==> src/rtl/pulse_pacer.sv <==
// pulse_pacer: counts incoming single-cycle event pulses and re-emits them paced
// at least GAP_CYCLES idle cycles apart, so a downstream synchroniser never loses one.
// Latency: 1 cycle on the idle fast path; otherwise events wait in the pending counter.
// Backpressure: none upstream. When the backlog is full, a new event is dropped and
// flagged on out_overflow for one cycle.
// Optional: define PULSE_PACER_DROP_CNT_EN to add the saturating out_drop_cnt port.
// GAP_CYCLES must lie in 1..2**GAP_WIDTH-1.

module pulse_pacer #(
    parameter int CNT_WIDTH  = 4,
    parameter int GAP_CYCLES = 8,
    parameter int GAP_WIDTH  = 8
) (
    input  logic                 in_clk,
    input  logic                 in_reset,
    input  logic                 in_pulse,
    output logic                 out_pulse,
    output logic [CNT_WIDTH-1:0] out_pending,
    output logic                 out_full,
`ifdef PULSE_PACER_DROP_CNT_EN
    output logic                 out_overflow,
    output logic [CNT_WIDTH-1:0] out_drop_cnt
`else
    output logic                 out_overflow
`endif
);

    typedef enum logic {
        IDLE = 1'b0,
        GAP  = 1'b1
    } state_t;

    localparam logic [CNT_WIDTH-1:0] CNT_MAX  = '1;
    localparam logic [GAP_WIDTH-1:0] GAP_LOAD = GAP_WIDTH'(GAP_CYCLES);

    state_t               state_q;
    logic [GAP_WIDTH-1:0] timer_q;
    logic                 pulse_q;
    logic [CNT_WIDTH-1:0] pending_q;
    logic [CNT_WIDTH-1:0] pending_d;
    logic                 overflow_q;
    logic                 emit;
    logic                 accept;
    logic                 drop;

    assign out_full     = (pending_q == CNT_MAX);
    assign out_pulse    = pulse_q;
    assign out_pending  = pending_q;
    assign out_overflow = overflow_q;

    // Emit/accept/drop decisions and the next pending count.
    // An accept and an emit in the same cycle cancel out. Because of that, the counter
    // can neither wrap at full nor underflow at zero.
    always_comb begin
        emit      = (state_q == IDLE) && ((pending_q != '0) || in_pulse);
        accept    = in_pulse && (!out_full || emit);
        drop      = in_pulse && out_full && !emit;
        pending_d = pending_q;
        if (accept && !emit) begin
            pending_d = pending_q + CNT_WIDTH'(1);
        end else if (emit && !accept) begin
            pending_d = pending_q - CNT_WIDTH'(1);
        end
    end

    // Pacing FSM.
    // One emit is followed by GAP_CYCLES cycles in GAP, and out_pulse is registered.
    always_ff @(posedge in_clk) begin
        if (in_reset) begin
            state_q <= IDLE;
            timer_q <= '0;
            pulse_q <= 1'b0;
        end else begin
            case (state_q)
                IDLE: begin
                    if (emit) begin
                        pulse_q <= 1'b1;
                        timer_q <= GAP_LOAD;
                        state_q <= GAP;
                    end else begin
                        pulse_q <= 1'b0;
                    end
                end
                GAP: begin
                    pulse_q <= 1'b0;
                    timer_q <= timer_q - GAP_WIDTH'(1);
                    if (timer_q == GAP_WIDTH'(1)) begin
                        state_q <= IDLE;
                    end
                end
                default: begin
                    pulse_q <= 1'b0;
                    state_q <= IDLE;
                end
            endcase
        end
    end

    // Pending-event counter and the one-cycle overflow flag.
    always_ff @(posedge in_clk) begin
        if (in_reset) begin
            pending_q  <= '0;
            overflow_q <= 1'b0;
        end else begin
            pending_q  <= pending_d;
            overflow_q <= drop;
        end
    end

`ifdef PULSE_PACER_DROP_CNT_EN
    logic [CNT_WIDTH-1:0] drop_cnt_q;

    assign out_drop_cnt = drop_cnt_q;

    // Saturating count of dropped events. Only reset clears it.
    always_ff @(posedge in_clk) begin
        if (in_reset) begin
            drop_cnt_q <= '0;
        end else if (drop && (drop_cnt_q != CNT_MAX)) begin
            drop_cnt_q <= drop_cnt_q + CNT_WIDTH'(1);
        end
    end
`endif

endmodule

==> config.mk <==
export PLATFORM = sky130hd
export DESIGN_NAME = pulse_pacer
export DESIGN_NICKNAME = d
export VERILOG_FILES = /design/src/rtl/pulse_pacer.sv
export SDC_FILE = /design/constraint.sdc
export NUM_CORES = 1
export LEC_CHECK = 0
export ABC_AREA = 1
export CORE_MARGIN = 2
export CORE_UTILIZATION = 50
export DETAILED_ROUTE_END_ITERATION = 6
export DONT_BUFFER_PORTS = 1
export PLACE_DENSITY = 0.65
export SLEW_MARGIN = 15
export SYNTH_ARGS = -nofsm -noshare
export SYNTH_HDL_FRONTEND = slang
export SYNTH_SLANG_ARGS = --single-unit
==> constraint.sdc <==
create_clock -name in_clk -period 2.3 [get_ports in_clk]
set_clock_uncertainty 0.05 [all_clocks]
set_input_delay 0.345 -clock in_clk [delete_from_list [all_inputs] [get_ports in_clk]]
set_output_delay 0.345 -clock in_clk [all_outputs]
set_load 0.01 [all_outputs]
# == Word level (Yosys, flattened, before mapping) ==
# Index checks and enable logic that the tools add are counted.
# word_totals
regBits,15
latchBits,0
ram_bits,0
mem_bits_ro,0
in_bits,3
mem_count,0
# classes
n_addsub,3
multipliers,0
n_div,0
n_lt_le_gt_ge,0
eq_ne,3
shift,0
mux,8
bitwise_logic,1
n_reduce_logical,13
# op_table
op,count
$pmux W8 S2,1
$eq A8 B1 Y1 const B,1
$mux W4,2
$mux W8,1
$sub A8 B1 Y8 const B,1
$logic_and A1 B1 Y1,6
$add A4 B1 Y4 const B,1
$eq A4 B4 Y1 const B,1
$pmux W1 S2,2
$reduce_bool A4 Y1,1
$sub A4 B1 Y4 const B,1
$logic_not A1 Y1,3
$logic_or A1 B1 Y1,2
$mux W1,2
$ne A2 B2 Y1 const B,1
$reduce_bool A2 Y1,1
$not A1 Y1,1

# == Longest topological paths before layout ==
# depth
ltp_word,9
mapped_depth,14

# == Worst setup path before layout ==
# Ideal clock, no wire load.
# synth_timing
path_kind,register -> register
startpoint,"reg pending_q[0], in the netlist out_pending[0]"
endpoint,"reg pending_q[3], in the netlist out_pending[3]"
setup_time_ns,0.070
arrival_time_ns,2.040
t_required_ns,2.180
slack_ns,0.140
stages_incl_launch_ff,13
path_buffers,0
synth_period_minus_slack_ns,2.160
path_cell_list,dfxtp_1 > nand2_1 > nor3_2 > a21oi_1 > ha_1 > inv_1 > ha_1 > or2_2 > nand2_1 > nand2_1 > nand2_1 > nand2_1 > a21oi_1
# synth_via
elab_cells_between_ends,16
# synth_lines
item,line_no,text
from (decl),39,logic [CNT_WIDTH-1:0] pending_q;
from (signal assigned),105,pending_q <= pending_d;
$eq A4 B4 Y1 (*),46,assign out_full = (pending_q == CNT_MAX);
via out_full,19,"output logic out_full,"
$logic_not A1 Y1 (*),56,accept = in_pulse && (!out_full || emit);
$logic_or A1 B1 Y1 (*),56,
$logic_and A1 B1 Y1 (*),56,
$logic_not A1 Y1,61,end else if (emit && !accept) begin
$logic_and A1 B1 Y1,61,
$reduce_bool A2 Y1 (no source line),--,
# Mark *: on every way through the listed nets, which the timed path passes. The rest lies on a longest branch. The select of a mux whose other input is x is not followed.
# A chain may end at the register's enable or synchronous reset.

# == Worst setup path after layout ==
# layout_timing
startpoint,"reg pending_q[2], in the netlist out_pending[2]"
endpoint,"reg pending_q[3], in the netlist out_pending[3]"
# layout_via
elab_chain_cells,8
elab_cells_between_ends,16
# layout_lines
item
"parallel branches: the longest is 8 deep, another holds $sub A4 B1 Y4"
# Several ways; the timed one is not identified. The select of a mux whose other input is x is not followed.

==> out/summary.txt <==
Commonest cells after routing, fill and taps aside = nand2_1, nor2_1, inv_1
Global Route Usage Sum = 19.37%
Grt total ovfl = 0
Post-route ant nets = 0
Max transition margin = 83.34%
Fin. Hold Viols = 0
# clock sinks = 15
Hold Crit Class = in -> reg
PwrDens = 1237 nW/um2
Max cap viols = 0
Fillers = 139
Reg clk slew, reported paths = 100 ps
Share of cells above drive strength 1 = 20.00%
Highest metal used = met4
Fin cells = 141
Post-Place Cell Area = 863.3 um2
Worst-path fanout max = 7
Max frequency = 482.7 MHz
Cell Area, Synth = 810.8 um2
Status = finished, final reports clean
Number of diodes = 0
Mapped Cells = 115
Synth area leader = dfxtp_1
HPWL Detailed = 1214 um
CTS tree = built
Clk Latency, worst-skew pair = 280 ps
Layout Cell Area excl Fill = 918.4 um2
# hold bufs at CTS = 0
DRC = 0
P&R area growth vs syn = 13.27%
Initial DRC Count = 19
Area share of the largest cell type after synthesis = 37.04%
Row count = 14
RSZ-0062 raised after global routing = no
Clk buf depth = 2
Crit path arrival time = 2250 ps
Startpoint types = register
Fin util = 60.96%
CORE AREA = 1506 um2
Multi-input logic area = 440.4 um2
Root Buffer Master = clkbuf_4
Final setup vio count = 0
Via count = 706
Syn_nets = 124
Vias in the first global route = 689
Total Nets Final = 135
Die W = 44.27 um
Sequential cell area fraction in the yosys report = 37.04%
H-tree Lvls = 1
Initial Util = 53.82%
Count of unique library cells instantiated by Yosys = 20
Pre-Repair DR Iteration Count = 4
Avg Cell Area, Syn = 7.050 um2
Static Leak = 0.4428 nW
GP Congestion = 0.8124
Number of vias per cell = 5.007
Die area = 1960 um2
Max Slew Vio Count = 0
Synth area leaders = dfxtp_1, nand2_1, ha_1
Post-Route M1 WL = 799 um
Synthesis warning total = 0
Final worst setup slack = 228.2 ps
Critical Path RT = 2480 ps
Die Height = 44.27 um
Setup Crit Path Kind = reg -> reg
Placed insts = 135
Input/output buffers = 0
Worst setup EP type = register
Tightest Pin Transition = 249.6 ps
CTS Buf Count = 3
DR WL met3 = 48 um
First-pass GRT wire length = 2863 um
Worst vdd ir = 0.7505 mV
Register area = 304.0 um2
Routed WL = 1593 um
Setup Slack @ Placement = 100.4 ps
Commonest non-fill, non-tap cell in the layout = nand2_1
Wire length per cell = 11.30 um
Routed length on met2 = 726 um
Largest net degree at the start of global routing = 11
Final worst path period need = 2072 ps
Initial antenna violation count = 0
Synthesized flop and latch total = 15
Setup TNS = 0 ps
Period utilization = 90.08%
Boundary pin count = 10
[flip-flops by register name, summed over array words and instances, names as in the netlist]
| signal | cells |
|---|---|
| timer_q | 8 |
| out_pending | 4 |
| out_overflow | 1 |
| out_pulse | 1 |
| state_q | 1 |
[stage by stage]
stage / total power [W] / hold WS (ps)
after floorplan: 0.0008060 / 402.3
after global placement: 0.0009307 / 366.7
after detailed placement: 0.0009523 / 367.6
after CTS: 0.001108 / 59.77
after global routing: 0.001273 / 44.38
final: 0.001136 / 59.02
[repair_timing]
| item | in CTS | in global routing |
|---|---|---|
| hold endpoints to repair | 0 | 0 |
| resized for setup | 0 | 5 |
| buffers inserted | 0 | 2 |
| endpoints found under the setup margin | 0 | 2 |
[cell usage after synthesis (all sizes together)]
library cell and count:
nand4 2, nand2 25, nand3 5, dfxtp 15, o21a 1, fa 1, nor3 2, buf 1
o21ai 7, nor2 18, inv 19, ha 5, xor2 1, a21oi 11, or2 2
[path summary, 6_finish.rpt]
path,start,end,slack (ps),cells past startpoint
max,out_pending[2]$_SDFFE_PP0P_,out_pending[3]$_SDFFE_PP0P_,230,13
min,in_reset,timer_q[4]$_SDFFE_PP0P_,60,1
min reg2reg,timer_q[6]$_SDFFE_PP0P_,timer_q[6]$_SDFFE_PP0P_,440,2
max reg2reg,out_pending[2]$_SDFFE_PP0P_,out_pending[3]$_SDFFE_PP0P_,230,13
[kinds of logic after synthesis]
logic type	count (synthesis)	synth area share, %
fa+ha+maj	6	10.19
xor+xnor	1	1.080
buf+inv	20	9.413
compound gates	19	12.04
simple gates	54	30.25
flops	15	37.04
[report_power, final]
part,leakage (nW),internal (W),switching (W),total (W)
Combinational,0.304,0.000237,0.000340,0.000577
Clock,0.0139,0.0000660,0.0000882,0.000154
Sequential,0.124,0.000340,0.0000648,0.000405
Total,0.443,0.000643,0.000493,0.00114
[critical path, cell delays in order (launching register included)]
cell     delay (ps)
dfxtp_1         320
inv_1           120
nand4_2         170
nand2_4         150
a21oi_2          60
ha_2            180
inv_2            90
ha_1            250
or2_2           290
nand2_1          70
nand2_1          50
nand2_1          60
nand2_1          50
a21oi_1         110
[per-layer routing]
metal,vias up,GRT usage [%]
li1,380,-
met1,314,26.20
met2,8,31.18
met3,4,2.857
met4,0,7.273
met5,-,0
[final cells by class]
cell class | instances | area share [%]
Clock inverter | 1 | 0.8174
Inverter | 19 | 7.766
Timing Repair Buffer | 7 | 5.722
Multi-Input combinational cell | 80 | 47.96
Sequential cell | 15 | 33.11
Clock buffer | 3 | 2.452
Tap cell | 16 | 2.180
Note: power is estimated with default switching activity, not from simulation.
